`config.mk`:
```
export PLATFORM = sky130hd
export DESIGN_NAME = fetch_unit
export DESIGN_NICKNAME = d
export VERILOG_FILES = /design/src/rtl/fetch_unit.sv
export SDC_FILE = /design/constraint.sdc
export NUM_CORES = 1
export LEC_CHECK = 0
export ABC_AREA = 1
export CORE_MARGIN = 2
export CORE_UTILIZATION = 60
export DETAILED_ROUTE_END_ITERATION = 7
export PLACE_DENSITY = 0.93
export SLEW_MARGIN = 20
export SYNTH_ARGS = -nofsm -noshare
export SYNTH_HDL_FRONTEND = slang
export SYNTH_SLANG_ARGS = --single-unit
```
`constraint.sdc`:
```
create_clock -name clk -period 18.3 [get_ports clk]
set_input_delay 3.66 -clock clk [delete_from_list [all_inputs] [get_ports clk]]
set_output_delay 3.66 -clock clk [all_outputs]
set_load 0.01 [all_outputs]
```
`src/rtl/fetch_unit.sv`:
```
// Fetch stage: owns the PC, one-at-a-time imem req/ack, prefetch FIFO.
// Optional FETCH_BYPASS_EN forwards an ack straight to decode when empty.
module fetch_unit #(
  parameter int unsigned DEPTH    = 4,
  parameter logic [31:0] RESET_PC = 32'd0
) (
  input  logic        clk,
  input  logic        reset,
  output logic        imem_req,
  output logic [31:0] imem_addr,
  input  logic        imem_ack,
  input  logic [31:0] imem_rdata,
  output logic        instr_valid,
  output logic [31:0] instr_out,
  output logic [31:0] instr_pc,
  input  logic        instr_ready,
  input  logic        redirect,
  input  logic [31:0] redirect_pc
);

  localparam int unsigned AW = $clog2(DEPTH);
  localparam logic [AW:0] FULL = (AW+1)'(DEPTH);

  typedef enum logic [1:0] {
    IDLE,
    REQ,
    DROP
  } state_e;

  state_e          state_q, state_d;
  logic [31:0]     fetch_pc_q, fetch_pc_d;
  logic [31:0]     drop_pc_q, drop_pc_d;
  logic [31:0]     data_q [DEPTH];
  logic [31:0]     pc_q   [DEPTH];
  logic [AW-1:0]   rd_ptr_q, wr_ptr_q;
  logic [AW:0]     count_q, count_nxt;
  logic            fifo_valid;
  logic            push, pop;
  logic            byp, byp_take;

  assign fifo_valid = (count_q != '0);
  // a redirect flushes the FIFO, so a same-cycle pop is moot
  assign pop = fifo_valid & instr_ready & ~redirect;

`ifdef FETCH_BYPASS_EN
  assign byp = (state_q == REQ) & imem_ack & ~redirect & ~fifo_valid;
  assign byp_take = byp & instr_ready;
`else
  assign byp = 1'b0;
  assign byp_take = 1'b0;
`endif

  assign push = (state_q == REQ) & imem_ack & ~redirect & ~byp_take;
  assign count_nxt = count_q + (AW+1)'(push) - (AW+1)'(pop);

  always_comb begin
    state_d    = state_q;
    fetch_pc_d = fetch_pc_q;
    drop_pc_d  = drop_pc_q;
    unique case (state_q)
      IDLE: begin
        if (redirect) begin
          fetch_pc_d = redirect_pc;
          state_d    = REQ;
        end else if (count_q < FULL) begin
          state_d = REQ;
        end
      end
      REQ: begin
        if (redirect) begin
          fetch_pc_d = redirect_pc;
          if (!imem_ack) begin
            drop_pc_d = fetch_pc_q;
            state_d   = DROP;
          end
        end else if (imem_ack) begin
          fetch_pc_d = fetch_pc_q + 32'd1;
          state_d    = (count_nxt < FULL) ? REQ : IDLE;
        end
      end
      DROP: begin
        if (redirect) fetch_pc_d = redirect_pc;
        if (imem_ack) state_d = REQ;
      end
      default: state_d = IDLE;
    endcase
  end

  always_ff @(posedge clk or posedge reset) begin
    if (reset) begin
      state_q    <= IDLE;
      fetch_pc_q <= RESET_PC;
      drop_pc_q  <= RESET_PC;
      rd_ptr_q   <= '0;
      wr_ptr_q   <= '0;
      count_q    <= '0;
      for (int i = 0; i < int'(DEPTH); i++) begin
        data_q[i] <= '0;
        pc_q[i]   <= '0;
      end
    end else begin
      state_q    <= state_d;
      fetch_pc_q <= fetch_pc_d;
      drop_pc_q  <= drop_pc_d;
      if (redirect) begin
        rd_ptr_q <= '0;
        wr_ptr_q <= '0;
        count_q  <= '0;
      end else begin
        if (push) begin
          data_q[wr_ptr_q] <= imem_rdata;
          pc_q[wr_ptr_q]   <= fetch_pc_q;
          wr_ptr_q         <= wr_ptr_q + 1'b1;
        end
        if (pop) rd_ptr_q <= rd_ptr_q + 1'b1;
        count_q <= count_nxt;
      end
    end
  end

  assign imem_req    = (state_q != IDLE);
  assign imem_addr   = (state_q == DROP) ? drop_pc_q : fetch_pc_q;
  assign instr_valid = fifo_valid | byp;
  assign instr_out   = byp ? imem_rdata : data_q[rd_ptr_q];
  assign instr_pc    = byp ? fetch_pc_q : pc_q[rd_ptr_q];

endmodule
```
# Word-level counts from Yosys, hierarchy flattened
# Cells that the tools add are included.
dict set report op_classes {
  muxes 28
  n_shift 0
  n_div 0
  mul 0
  n_addsub 5
  order_cmp 5
  eq_ne 7
  bitwise_logic 8
  n_reduce_logical 12
}
# op n
set op_table {}
lappend op_table {{32-bit 2-to-1 mux} 9}
lappend op_table {{128-bit bitwise mux} 2}
lappend op_table {{32-bit binary-select mux with 2-bit select} 2}
lappend op_table {{32-bit demux with 2-bit select} 1}
lappend op_table {{32-bit one-hot mux with 2 select lines} 1}
lappend op_table {{32-bit by 1-bit adder with 32-bit output, second input constant} 1}
lappend op_table {{2-bit 2-to-1 mux} 10}
lappend op_table {{3-bit != test, second input constant} 3}
lappend op_table {{2-bit nonzero test} 4}
lappend op_table {{3-bit greater-or-equal comparator, second input constant} 2}
lappend op_table {{3-bit < comparator, second input constant} 2}
lappend op_table {{2-bit NOT with 3-bit output} 2}
lappend op_table {{2-bit one-hot mux with 3 select lines} 1}
lappend op_table {{3-bit AND reduction} 2}
lappend op_table {{2-bit by 1-bit adder with 2-bit output, second input constant} 2}
lappend op_table {{1-bit AND} 4}
lappend op_table {{4-bit AND reduction} 1}
lappend op_table {{3-bit by 1-bit adder with 3-bit output} 1}
lappend op_table {{3-bit by 1-bit < comparator with 1-bit output, second input constant} 1}
lappend op_table {{3-bit 2-to-1 mux} 1}
lappend op_table {{3-bit nonzero test} 1}
lappend op_table {{3-bit by 1-bit subtractor with 3-bit output} 1}
lappend op_table {{2-bit by 1-bit equality test with 1-bit output, second input constant} 1}
lappend op_table {{2-bit equality test, second input constant} 1}
lappend op_table {{other kinds (8)} 9}
dict set report word_totals {
  ramBits 0
  n_memories 0
  output_inout_bits 98
  mem_bits_ro 0
  ff_bits 329
  latchBits 0
  word_cells 79
  in_bits 69
}

# Logic depth before layout (Yosys ltp)
# Gate-level depths: netlist of the first run.
dict set report logic_depth {
  ltp_word 10
  depth_mapped 14
  mapped_depth_nobuf 14
}

# Least setup slack after synthesis of the first run
# Ideal clock, no wire load.
dict set report synth_path {
  kind {in2reg}
  startpoint {input redirect}
  endpoint {register state_q[0]}
  setup_time_ps 84
  path_slack_ps 12725
  required_ps 18216
  t_arrival_ps 5491
  stages 12
  path_cell_list {buf_4 > nor2_8 > inv_1 > ha_1 > inv_1 > ha_1 > inv_1 > fa_1 > xnor2_1 > xor2_1 > nand3_1 > a21boi_0}
}
dict set report synth_between {
  elab_chain_cells 9
  word_cells_on_any_way 15
}
# item line_no
set synth_lines {}
lappend synth_lines {{start, declared} 17} ;# input logic redirect,
lappend synth_lines {{1-bit NOT (no source line)} --}
lappend synth_lines {{1-bit AND} 53} ;# assign push = (state_q == REQ) & imem_ack & ~redirect & ~byp_take;
lappend synth_lines {{3-bit by 1-bit adder with 3-bit output} 54} ;# assign count_nxt = count_q + (AW+1)'(push) - (AW+1)'(pop);
lappend synth_lines {{3-bit by 1-bit subtractor with 3-bit output} 54}
lappend synth_lines {{3-bit < comparator} 78} ;# state_d = (count_nxt < FULL) ? REQ : IDLE;
lappend synth_lines {{1-bit 2-to-1 mux} 78}
lappend synth_lines {{2-bit 2-to-1 mux} 76} ;# end else if (imem_ack) begin
lappend synth_lines {{2-bit 2-to-1 mux} 70} ;# if (redirect) begin
lappend synth_lines {{2-bit one-hot mux with 3 select lines} 60} ;# unique case (state_q)
lappend synth_lines {{end signal, assigned} 102} ;# state_q <= state_d;
lappend synth_lines {{end, declared} 30} ;# state_e state_q, state_d;
# Several ways; a longest one is shown, not always the timed one. The select of a mux whose other input is x is not followed.
# A chain may end at the register's enable or synchronous reset.

# Worst setup path after layout of the first run
dict set report layout_path {
  startpoint {register rd_ptr_q[0]}
  endpoint {output instr_out[11]}
}
dict set report layout_between {
  elab_chain_cells 4
}
# item line_no
set layout_lines {}
lappend layout_lines {{start, declared} 35} ;# logic [AW-1:0] rd_ptr_q, wr_ptr_q;
lappend layout_lines {{start signal, assigned} 115} ;# if (pop) rd_ptr_q <= rd_ptr_q + 1'b1;
lappend layout_lines {{2-bit NOT with 3-bit output (implied by the code)} 124} ;# assign instr_out = byp ? imem_rdata : data_q[rd_ptr_q];
lappend layout_lines {{32-bit binary-select mux with 2-bit select} 124}
lappend layout_lines {{32-bit 2-to-1 mux (implied by the code) (2 in a row)} 124}
lappend layout_lines {{end, declared} 14} ;# output logic [31:0] instr_out,
# Every way passes these cells. The select of a mux whose other input is x is not followed.

==> flow_metrics.tcl, run 1 <==
set metrics [dict create \
    outcome "completed" \
    timing.hold.worst_endpoint "data_q[63]$_DFFE_PP0P_" \
    distinct_cells_synth 31 \
    boundaryPins 167 \
    worst_slew_pin_slew_ps 1080 \
    finalWirelength_um 41200 \
    detailed_place_hpwl_um 24400 \
    grt_pass1_wl_um 66400 \
    worst_min_path_class "reg -> reg" \
    cts-resized-gates 0 \
    path_cells "clkinv_2 -> buf_4 -> o21ai_0 -> o22ai_1 -> clkdlybuf4s50_1" \
    startpoint_type "register" \
    post-layout-total-power_mw 3.23 \
    power.ir.vdd_worst_mv 0.113 \
    clk_transition_reported_paths_ps 60 \
    final-hold-violation-count 0 \
    antenna_found_initial 0 \
    numCtsBuffers 35 \
    synthTopCellsByArea "dfrtp_1, nand2_1, o21ai_0" \
    root_buffer "clkbuf_16" \
    worst-setup-path-type "reg -> out" \
    fp.coreArea_um2 26100 \
    hold_path_startpoint "data_q[63]$_DFFE_PP0P_" \
    fraction_of_the_cycle_the_final_worst_path_needs 0.392 \
    postSynthRegisterBits 329 \
    std_cell_rows 59 \
    cts_tree "yes" \
    dr.first_iter.drc_count 1469 \
    areaGrowthSynthToFinish_pct 15.6 \
    wl_per_cell_um 17.7 \
    synth_area_per_cell_um2 8.47 \
    top_cell_type_by_total_area_after_synthesis "dfrtp_1" \
    data_required_time_at_the_worst_endpoint_ps 14640 \
    place.gp.congestion 0.947 \
    clock_tree.htree_level_count 2 \
    routed-via-count 13700 \
    synth_edf_count 0 \
    multiInputGateArea_um2 6440 \
    grt_pass1_vias 13400 \
    slew_viol_final 0 \
    power_density_nw_per_um2 176 \
    crit_path_top_delay_cell "buf_4" \
    grt_remaining_overflow 0 \
    hold_buffers 0 \
    firstDrtPassIters 5 \
    rrSetupSlack_ps 15590 \
    setup_tns_ps 0 \
    max_stage_delay_ps 880 \
    fp.dieH_um 167 \
    drt_drc_violations_left 0 \
    antenna_left 0 \
    ys.warnings.count 0 \
    cell_area_after_layout_um2 18400 \
    worst-r2r-cell-count 14 \
    final_layout_size_suffix_gt1_frac 0.0977 \
    r2r_start "state_q[0]$_DFFE_PP0P_" \
    synthFlopType "dfrtp_1" \
    timing.critical_path.to_type "primary output" \
    rsz0062_at_grt "no" \
    synth_largest_type_area_fraction 0.517 \
    antenna_cells_inserted 0 \
    finalNetCount 2049 \
    final-setup-viol-count 0 \
    io_buffers 166 \
    grt_start_max_net_pins 204 \
    postSynthCellCount 1882 \
    max-cap-violations 0 \
    post_cts_setup_buffer_count 0 \
    synth_seq_area_share 0.517 \
    clockBufferDepth 3 \
    arrival_ps 3510 \
    final.hold.worst_slack_ps 474 \
    p_leak_nw 8.60 \
    route.detailed.vias_per_inst 5.89 \
    grt.total_usage 0.292 \
    placement.cell_area_um2 17200 \
    fp.dieArea_um2 27900 \
    clock_latency_ps 530 \
    initial_utilization 0.612 \
    num-fill-cells 1868 \
    fmaxAchievable_mhz 140 \
    maximum_fanout_along_the_worst_path 106 \
    final_period_minus_worst_setup_slack_ps 7170 \
    clock_sinks 329 \
    seq_area_um2 8240 \
    fp.dieW_um 167 \
    syn-num-nets 1959 \
    worst_clock_skew_ps 28.5 \
    whs_path_depth 2 \
    slew_headroom 0.278 \
    worstReg2RegEnd "state_q[0]$_DFFE_PP0P_" \
    async_reset_ff_frac 1.00 \
    synth_area_um2 15900 \
]
==> where the power goes <==
part,leakage [nW],internal (mW),switching [mW]
logic,3.77,0.557,0.765
clock network,0.579,0.420,0.291
registers,4.25,1.01,0.190
total,8.60,1.99,1.24
==> cell usage in the layout, fill, tap and decap left out, drive strengths merged, types with 2 or more instances in the layout <==
master and instances:
nand2 490, o21ai 474, dfrtp 329, nor2 221, clkdlybuf4s50 166, inv 99, o22ai 70, clkbuf 46
nand3 40, buf 12, clkinv 11, a21oi 7, ha 7, xor2 6, nor3 3, a22oi 3
or2 2, bufinv 2, a21boi 2
==> registers in the layout, indices dropped and copies added (netlist names) <==
register    count
wr_ptr_q        2
fetch_pc_q     32
rd_ptr_q        2
state_q         2
pc_q          128
data_q        128
count_q         3
drop_pc_q      32
==> cell type report <==
class	count	area share
clock buffer	46	0.0553
clock inverter	14	0.00747
inverter	99	0.0206
multi-input combinational	1329	0.350
sequential	329	0.447
tap	335	0.0228
timing repair buffer	178	0.0969
==> cells by family after synthesis <==
kind of cell,Yosys count,synth area share
AO/OA/AOI/OAI,557,0.206
adder cells (fa/ha/maj),8,0.00675
buffers and inverters,224,0.0803
XOR/XNOR,7,0.00385
flip-flops,329,0.517
AND/OR/NAND/NOR,757,0.187
==> through the flow <==
stage | utilization | cells | worst slack [ps]
finish | 0.707 | 2330 | 11130
global route | 0.707 | 2330 | 11020
CTS | 0.706 | 2329 | 11210
detailed placement | 0.661 | 2269 | 11780
global placement | 0.661 | 2269 | 11800
floorplan | - | 1882 | 5530
==> Yosys cell counts (6+ instances only) <==
master,count
a21oi_1,7
buf_2,12
buf_6,56
clkbuf_1,52
dfrtp_1,329
ha_1,7
inv_1,95
nand2_1,485
nand3_1,40
nor2_1,215
o21ai_0,217
o21ai_1,157
o21ai_2,100
o22ai_1,70
xor2_1,6
==> critical path: cells and delay by family, from the launching register on <==
family / cells / cell delay [ps]
buffers and inverters: 3 / 1780
AO/OA/AOI/OAI: 2 / 510
flip-flops: 1 / 640
==> how the worst max path moves through the flow <==
stage,start,endpoint,slack [ps],cells past startpoint
2_1_floorplan,reset,count_q[0]$_DFF_PP0_,5530,1
3_3_place_gp,rd_ptr_q[0]$_DFFE_PP0P_,instr_pc[12],11800,5
3_5_place_dp,rd_ptr_q[0]$_DFFE_PP0P_,instr_pc[18],11780,5
4_1_cts,rd_ptr_q[0]$_DFFE_PP0P_,instr_out[11],11210,5
5_1_grt,rd_ptr_q[0]$_DFFE_PP0P_,instr_out[11],11020,5
6_report,rd_ptr_q[0]$_DFFE_PP0P_,instr_out[11],11130,5
==> metal layers <==
metal | vias up | GRT usage | part of all wire | wire length, um
li1 | 6379 | - | - | -
met1 | 6567 | 0.396 | 0.41 | 16700
met2 | 682 | 0.474 | 0.47 | 19500
met3 | 107 | 0.0511 | 0.090 | 3700
met4 | 0 | 0.109 | 0.029 | 1200
met5 | - | 0 | 0 | 0
Note: power is estimated with default switching activity, not from simulation.
==> run 2: changes to the inputs <==
- CORE_UTILIZATION: 60 -> 57
- PLACE_DENSITY: 0.93 -> 0.89
- clock period: 18.3 -> 6.7 ns (I/O delays scaled with it)
==> flow_metrics.tcl, run 2 (same netlist as run 1, synthesis figures left out) <==
set metrics [dict create \
    clk_transition_reported_paths_ps 60 \
    critPathTopFamily "buffers and inverters" \
    post_cts_setup_buffer_count 0 \
    outcome "completed" \
    max-cap-violations 0 \
    worst_min_path_class "reg -> reg" \
    final-hold-violation-count 0 \
    critical_path_buf_inv_count 3 \
    layout_commonest_cell "nand2_1" \
    layout_top_registers "data_q: 128 flops, pc_q: 128 flops" \
    root_buffer "clkbuf_16" \
    r2r_start "state_q[0]$_DFFE_PP0P_" \
    worst-r2r-cell-count 14 \
    setup_tns_ps 0 \
    std_cell_rows 61 \
    p_leak_nw 8.62 \
    slew_viol_final 0 \
    startpoint_type "register" \
    final_layout_size_suffix_gt1_frac 0.0960 \
    drt_drc_violations_left 0 \
    cts-resized-gates 0 \
    fp.coreArea_um2 27600 \
    io_buffers 166 \
    rsz0062_at_grt "no" \
    areaGrowthSynthToFinish_pct 16.5 \
    boundaryPins 167 \
    firstDrtPassIters 5 \
    max_stage_delay_ps 890 \
    maximum_fanout_along_the_worst_path 81 \
    timing.hold.worst_endpoint "data_q[62]$_DFFE_PP0P_" \
    hold_path_startpoint "data_q[62]$_DFFE_PP0P_" \
    fp.dieW_um 171 \
    antenna_left 0 \
    arrival_ps 3610 \
    antenna_cells_inserted 0 \
    clock_tree.htree_level_count 2 \
    dr.first_iter.drc_count 1207 \
    fp.dieH_um 171 \
    crit_path_top_delay_cell "clkinv_2" \
    numCtsBuffers 36 \
    fp.dieArea_um2 29300 \
    worst_slew_pin_slew_ps 1140 \
    grt_pass1_wl_um 64100 \
    routed-via-count 13600 \
    final-setup-viol-count 0 \
    fmaxAchievable_mhz 202 \
    clock_latency_ps 520 \
    slew_headroom 0.241 \
    grt_pass1_vias 12800 \
    worst-setup-path-type "reg -> out" \
    clock_sinks 329 \
    place.gp.congestion 0.931 \
    grt_remaining_overflow 0 \
    route.detailed.vias_per_inst 5.70 \
    data_required_time_at_the_worst_endpoint_ps 5360 \
    grt_start_max_net_pins 183 \
    timing.critical_path.to_type "primary output" \
    power.ir.vdd_worst_mv 0.212 \
    rrSetupSlack_ps 3970 \
    grt.total_usage 0.271 \
    cell_area_after_layout_um2 18600 \
    path_cells "clkinv_2 -> buf_4 -> o21ai_0 -> o22ai_1 -> clkdlybuf4s50_1" \
    worstReg2RegEnd "state_q[0]$_DFFE_PP0P_" \
    initial_utilization 0.577 \
    whs_path_depth 2 \
    final_period_minus_worst_setup_slack_ps 4950 \
    detailed_place_hpwl_um 24200 \
    worst_clock_skew_ps 16.8 \
    cts_tree "yes" \
    placement.cell_area_um2 17300 \
    finalWirelength_um 39300 \
    hold_buffers 0 \
    power_density_nw_per_um2 478 \
    leading_cell_types_in_the_layout_fill_and_taps_excluded "nand2_1, dfrtp_1, o21ai_0" \
    wl_per_cell_um 16.5 \
    clockBufferDepth 3 \
    finalNetCount 2050 \
    fraction_of_the_cycle_the_final_worst_path_needs 0.739 \
    antenna_found_initial 0 \
]
[run 2: final cells by class]
type                       instances  area [um2]
fill                            2195        9070
sequential                       329        8240
multi-input combinational       1329        6440
timing repair buffer             178        1800
clock buffer                      58        1110
tap                              378         473
inverter                          99         378
clock inverter                     7         118
[run 2: stage by stage]
stage | cells | hold WS, ps | power (mW) | worst slack, ps | utilization
after detailed placement | 2312 | 463 | 6.80 | 2380 | 0.626
after global routing | 2378 | 485 | 9.45 | 1560 | 0.672
after global placement | 2312 | 459 | 6.65 | 2510 | 0.626
final | 2378 | 472 | 8.87 | 1750 | 0.672
after CTS | 2377 | 477 | 8.88 | 1830 | 0.671
after floorplan | 1882 | 450 | 5.33 | 967 | -
[run 2: tightest hold or removal path: stages, from the launching register on]
cell and delay (ps):
dfrtp_1 330, nand2_1 60, o21ai_2 50
[run 2: report_power, final]
part / total [mW] / switching (mW) / internal (mW)
Sequential: 3.27 / 0.502 / 2.77
Clock: 2.04 / 0.783 / 1.26
Combinational: 3.57 / 2.04 / 1.53
Total: 8.87 / 3.33 / 5.55
[run 2: worst max-delay path by stage]
stage	startpoint	to	slack, ps	depth (start not counted)
after floorplan	reset	count_q[0]$_DFF_PP0_	970	1
after global placement	rd_ptr_q[0]$_DFFE_PP0P_	instr_out[7]	2510	5
after detailed placement	rd_ptr_q[0]$_DFFE_PP0P_	instr_out[14]	2380	5
after CTS	rd_ptr_q[0]$_DFFE_PP0P_	instr_out[14]	1830	5
after global routing	rd_ptr_q[0]$_DFFE_PP0P_	instr_out[10]	1560	5
final	rd_ptr_q[0]$_DFFE_PP0P_	instr_out[14]	1750	5
[run 2: per-layer routing]
| layer | up-vias | wire, um | part of all wire | GRT usage |
|---|---|---|---|---|
| li1 | 6400 | - | - | - |
| met1 | 6514 | 16900 | 0.43 | 0.376 |
| met2 | 571 | 18500 | 0.47 | 0.439 |
| met3 | 67 | 3080 | 0.078 | 0.0481 |
| met4 | 0 | 883 | 0.022 | 0.0818 |
| met5 | - | 0 | 0 | 0 |
==> run 3: changes to the inputs <==
- clock period: 6.7 -> 5 ns (I/O delays scaled with it)
==> flow_metrics.tcl, run 3 (same netlist as run 1, synthesis figures left out) <==
set metrics [dict create \
    r2r_start "state_q[0]$_DFFE_PP0P_" \
    numCtsBuffers 35 \
    rrSetupSlack_ps 2280 \
    initial_utilization 0.577 \
    antenna_found_initial 0 \
    wl_per_cell_um 16.6 \
    cts-resized-gates 0 \
    finalNetCount 2058 \
    grt.total_usage 0.274 \
    final_layout_size_suffix_gt1_frac 0.102 \
    timing.critical_path.to_type "primary output" \
    clock_power_share 0.224 \
    setup_tns_ps 0 \
    firstDrtPassIters 6 \
    clockBufferDepth 3 \
    fp.dieArea_um2 29300 \
    antenna_cells_inserted 0 \
    antenna_left 0 \
    net-switching-power_mw 4.44 \
    leading_cell_types_in_the_layout_fill_and_taps_excluded "nand2_1, dfrtp_1, o21ai_0" \
    data_required_time_at_the_worst_endpoint_ps 4000 \
    worst-setup-path-type "reg -> out" \
    fp.coreArea_um2 27600 \
    fmaxAchievable_mhz 234 \
    grt_pass1_vias 13000 \
    worst-r2r-cell-count 14 \
    std_cell_rows 61 \
    slew_viol_final 0 \
    worstReg2RegEnd "state_q[0]$_DFFE_PP0P_" \
    clock_sinks 329 \
    root_buffer "clkbuf_16" \
    power.ir.vdd_worst_mv 0.321 \
    final-hold-violation-count 0 \
    rsz0062_at_grt "no" \
    outcome "completed" \
    grt_pass1_wl_um 64700 \
    grt_remaining_overflow 0 \
    num-fill-cells 2212 \
    drt_drc_violations_left 0 \
    slew_headroom 0.292 \
    p_leak_nw 8.67 \
    layout_commonest_cell "nand2_1" \
    finalWirelength_um 39600 \
    areaGrowthSynthToFinish_pct 16.8 \
    maximum_fanout_along_the_worst_path 101 \
    intPower_mw 7.38 \
    startpoint_type "register" \
    clk_transition_reported_paths_ps 60 \
    boundaryPins 167 \
    clock_latency_ps 510 \
    fp.dieW_um 171 \
    place.gp.congestion 0.915 \
    multiInputGateArea_um2 6440 \
    io_buffers 166 \
    final-setup-viol-count 0 \
    combPwrFrac 0.405 \
    route.detailed.vias_per_inst 5.68 \
    layout_top_registers "data_q: 128 flops, pc_q: 128 flops" \
    hold_path_startpoint "data_q[64]$_DFFE_PP0P_" \
    worst_clock_skew_ps 28.1 \
    dr.first_iter.drc_count 1298 \
    post_cts_setup_buffer_count 0 \
    worst_min_path_class "reg -> reg" \
    max-cap-violations 0 \
    cts_tree "yes" \
    power_density_nw_per_um2 635 \
    final_period_minus_worst_setup_slack_ps 4280 \
    grt_start_max_net_pins 199 \
    whs_path_depth 2 \
    arrival_ps 3280 \
    fp.dieH_um 171 \
    detailed_place_hpwl_um 24400 \
    clock_tree.htree_level_count 2 \
    post-layout-total-power_mw 11.8 \
    hold_buffers 0 \
    fraction_of_the_cycle_the_final_worst_path_needs 0.855 \
    seq_area_um2 8240 \
    timing.hold.worst_endpoint "data_q[64]$_DFFE_PP0P_" \
    worst_slew_pin_slew_ps 1060 \
    routed-via-count 13500 \
    switching_power_share_of_the_total 0.376 \
    pwr-share-seq 0.370 \
]
[run 3: cell count changes in the layout (fill, tap and decap cells not counted), moves of 2 or more]
cell,change
buf_12,+2
buf_4,+7
clkbuf_1,-5
clkinv_2,+4
inv_6,-2
[run 3: metal layers]
layer | vias up | share of wire | global-route usage
met3 | 67 | 0.075 | 0.0361
met1 | 6534 | 0.44 | 0.390
li1 | 6408 | - | -
met2 | 526 | 0.47 | 0.444
met4 | 0 | 0.021 | 0.0785
met5 | - | 0 | 0
[run 3: worst max path at each step]
stage                                       start                      to  slack (ps)  cells after the start
after floorplan                             reset    count_q[0]$_DFF_PP0_        -390                      1
after global placement                   redirect  state_q[0]$_DFFE_PP0P_        1340                     12
after detailed placement                 redirect  state_q[0]$_DFFE_PP0P_        1280                     12
after CTS                 rd_ptr_q[0]$_DFFE_PP0P_            instr_pc[12]         770                      4
after global routing      rd_ptr_q[0]$_DFFE_PP0P_            instr_pc[12]         580                      4
final                     rd_ptr_q[0]$_DFFE_PP0P_            instr_pc[12]         720                      4
[run 3: power by group through the flow]
stage	clock network [mW]	logic [mW]	registers, mW
4_1_cts	2.69	4.79	4.35
6_report	2.65	4.79	4.38
3_5_place_dp	0	4.75	4.38
3_3_place_gp	0	4.61	4.33
5_1_grt	2.80	5.30	4.50
2_1_floorplan	0	2.95	4.19
[run 3: critical path, cell delays in order, from the launching register on]
cell and delay (ps):
dfrtp_4 630, buf_4 850, o21ai_0 270, o22ai_1 370, clkdlybuf4s50_1 610
[run 3: cell type report]
cell class | instances | area share
Clock inverter | 10 | 0.00551
Inverter | 99 | 0.0202
Timing Repair Buffer | 187 | 0.102
Tap cell | 378 | 0.0254
Sequential cell | 329 | 0.443
Clock buffer | 53 | 0.0589
Multi-Input combinational cell | 1329 | 0.346
[run 3: per-stage QoR]
stage / hold slack [ps] / area [um2] / worst slack [ps] / util / cells
after floorplan: 450 / 15900 / -393 / - / 1882
after global placement: 459 / 17400 / 1340 / 0.629 / 2321
after detailed placement: 462 / 17400 / 1280 / 0.629 / 2321
after CTS: 477 / 18600 / 775 / 0.673 / 2384
after global routing: 492 / 18600 / 579 / 0.674 / 2385
final: 475 / 18600 / 723 / 0.674 / 2385
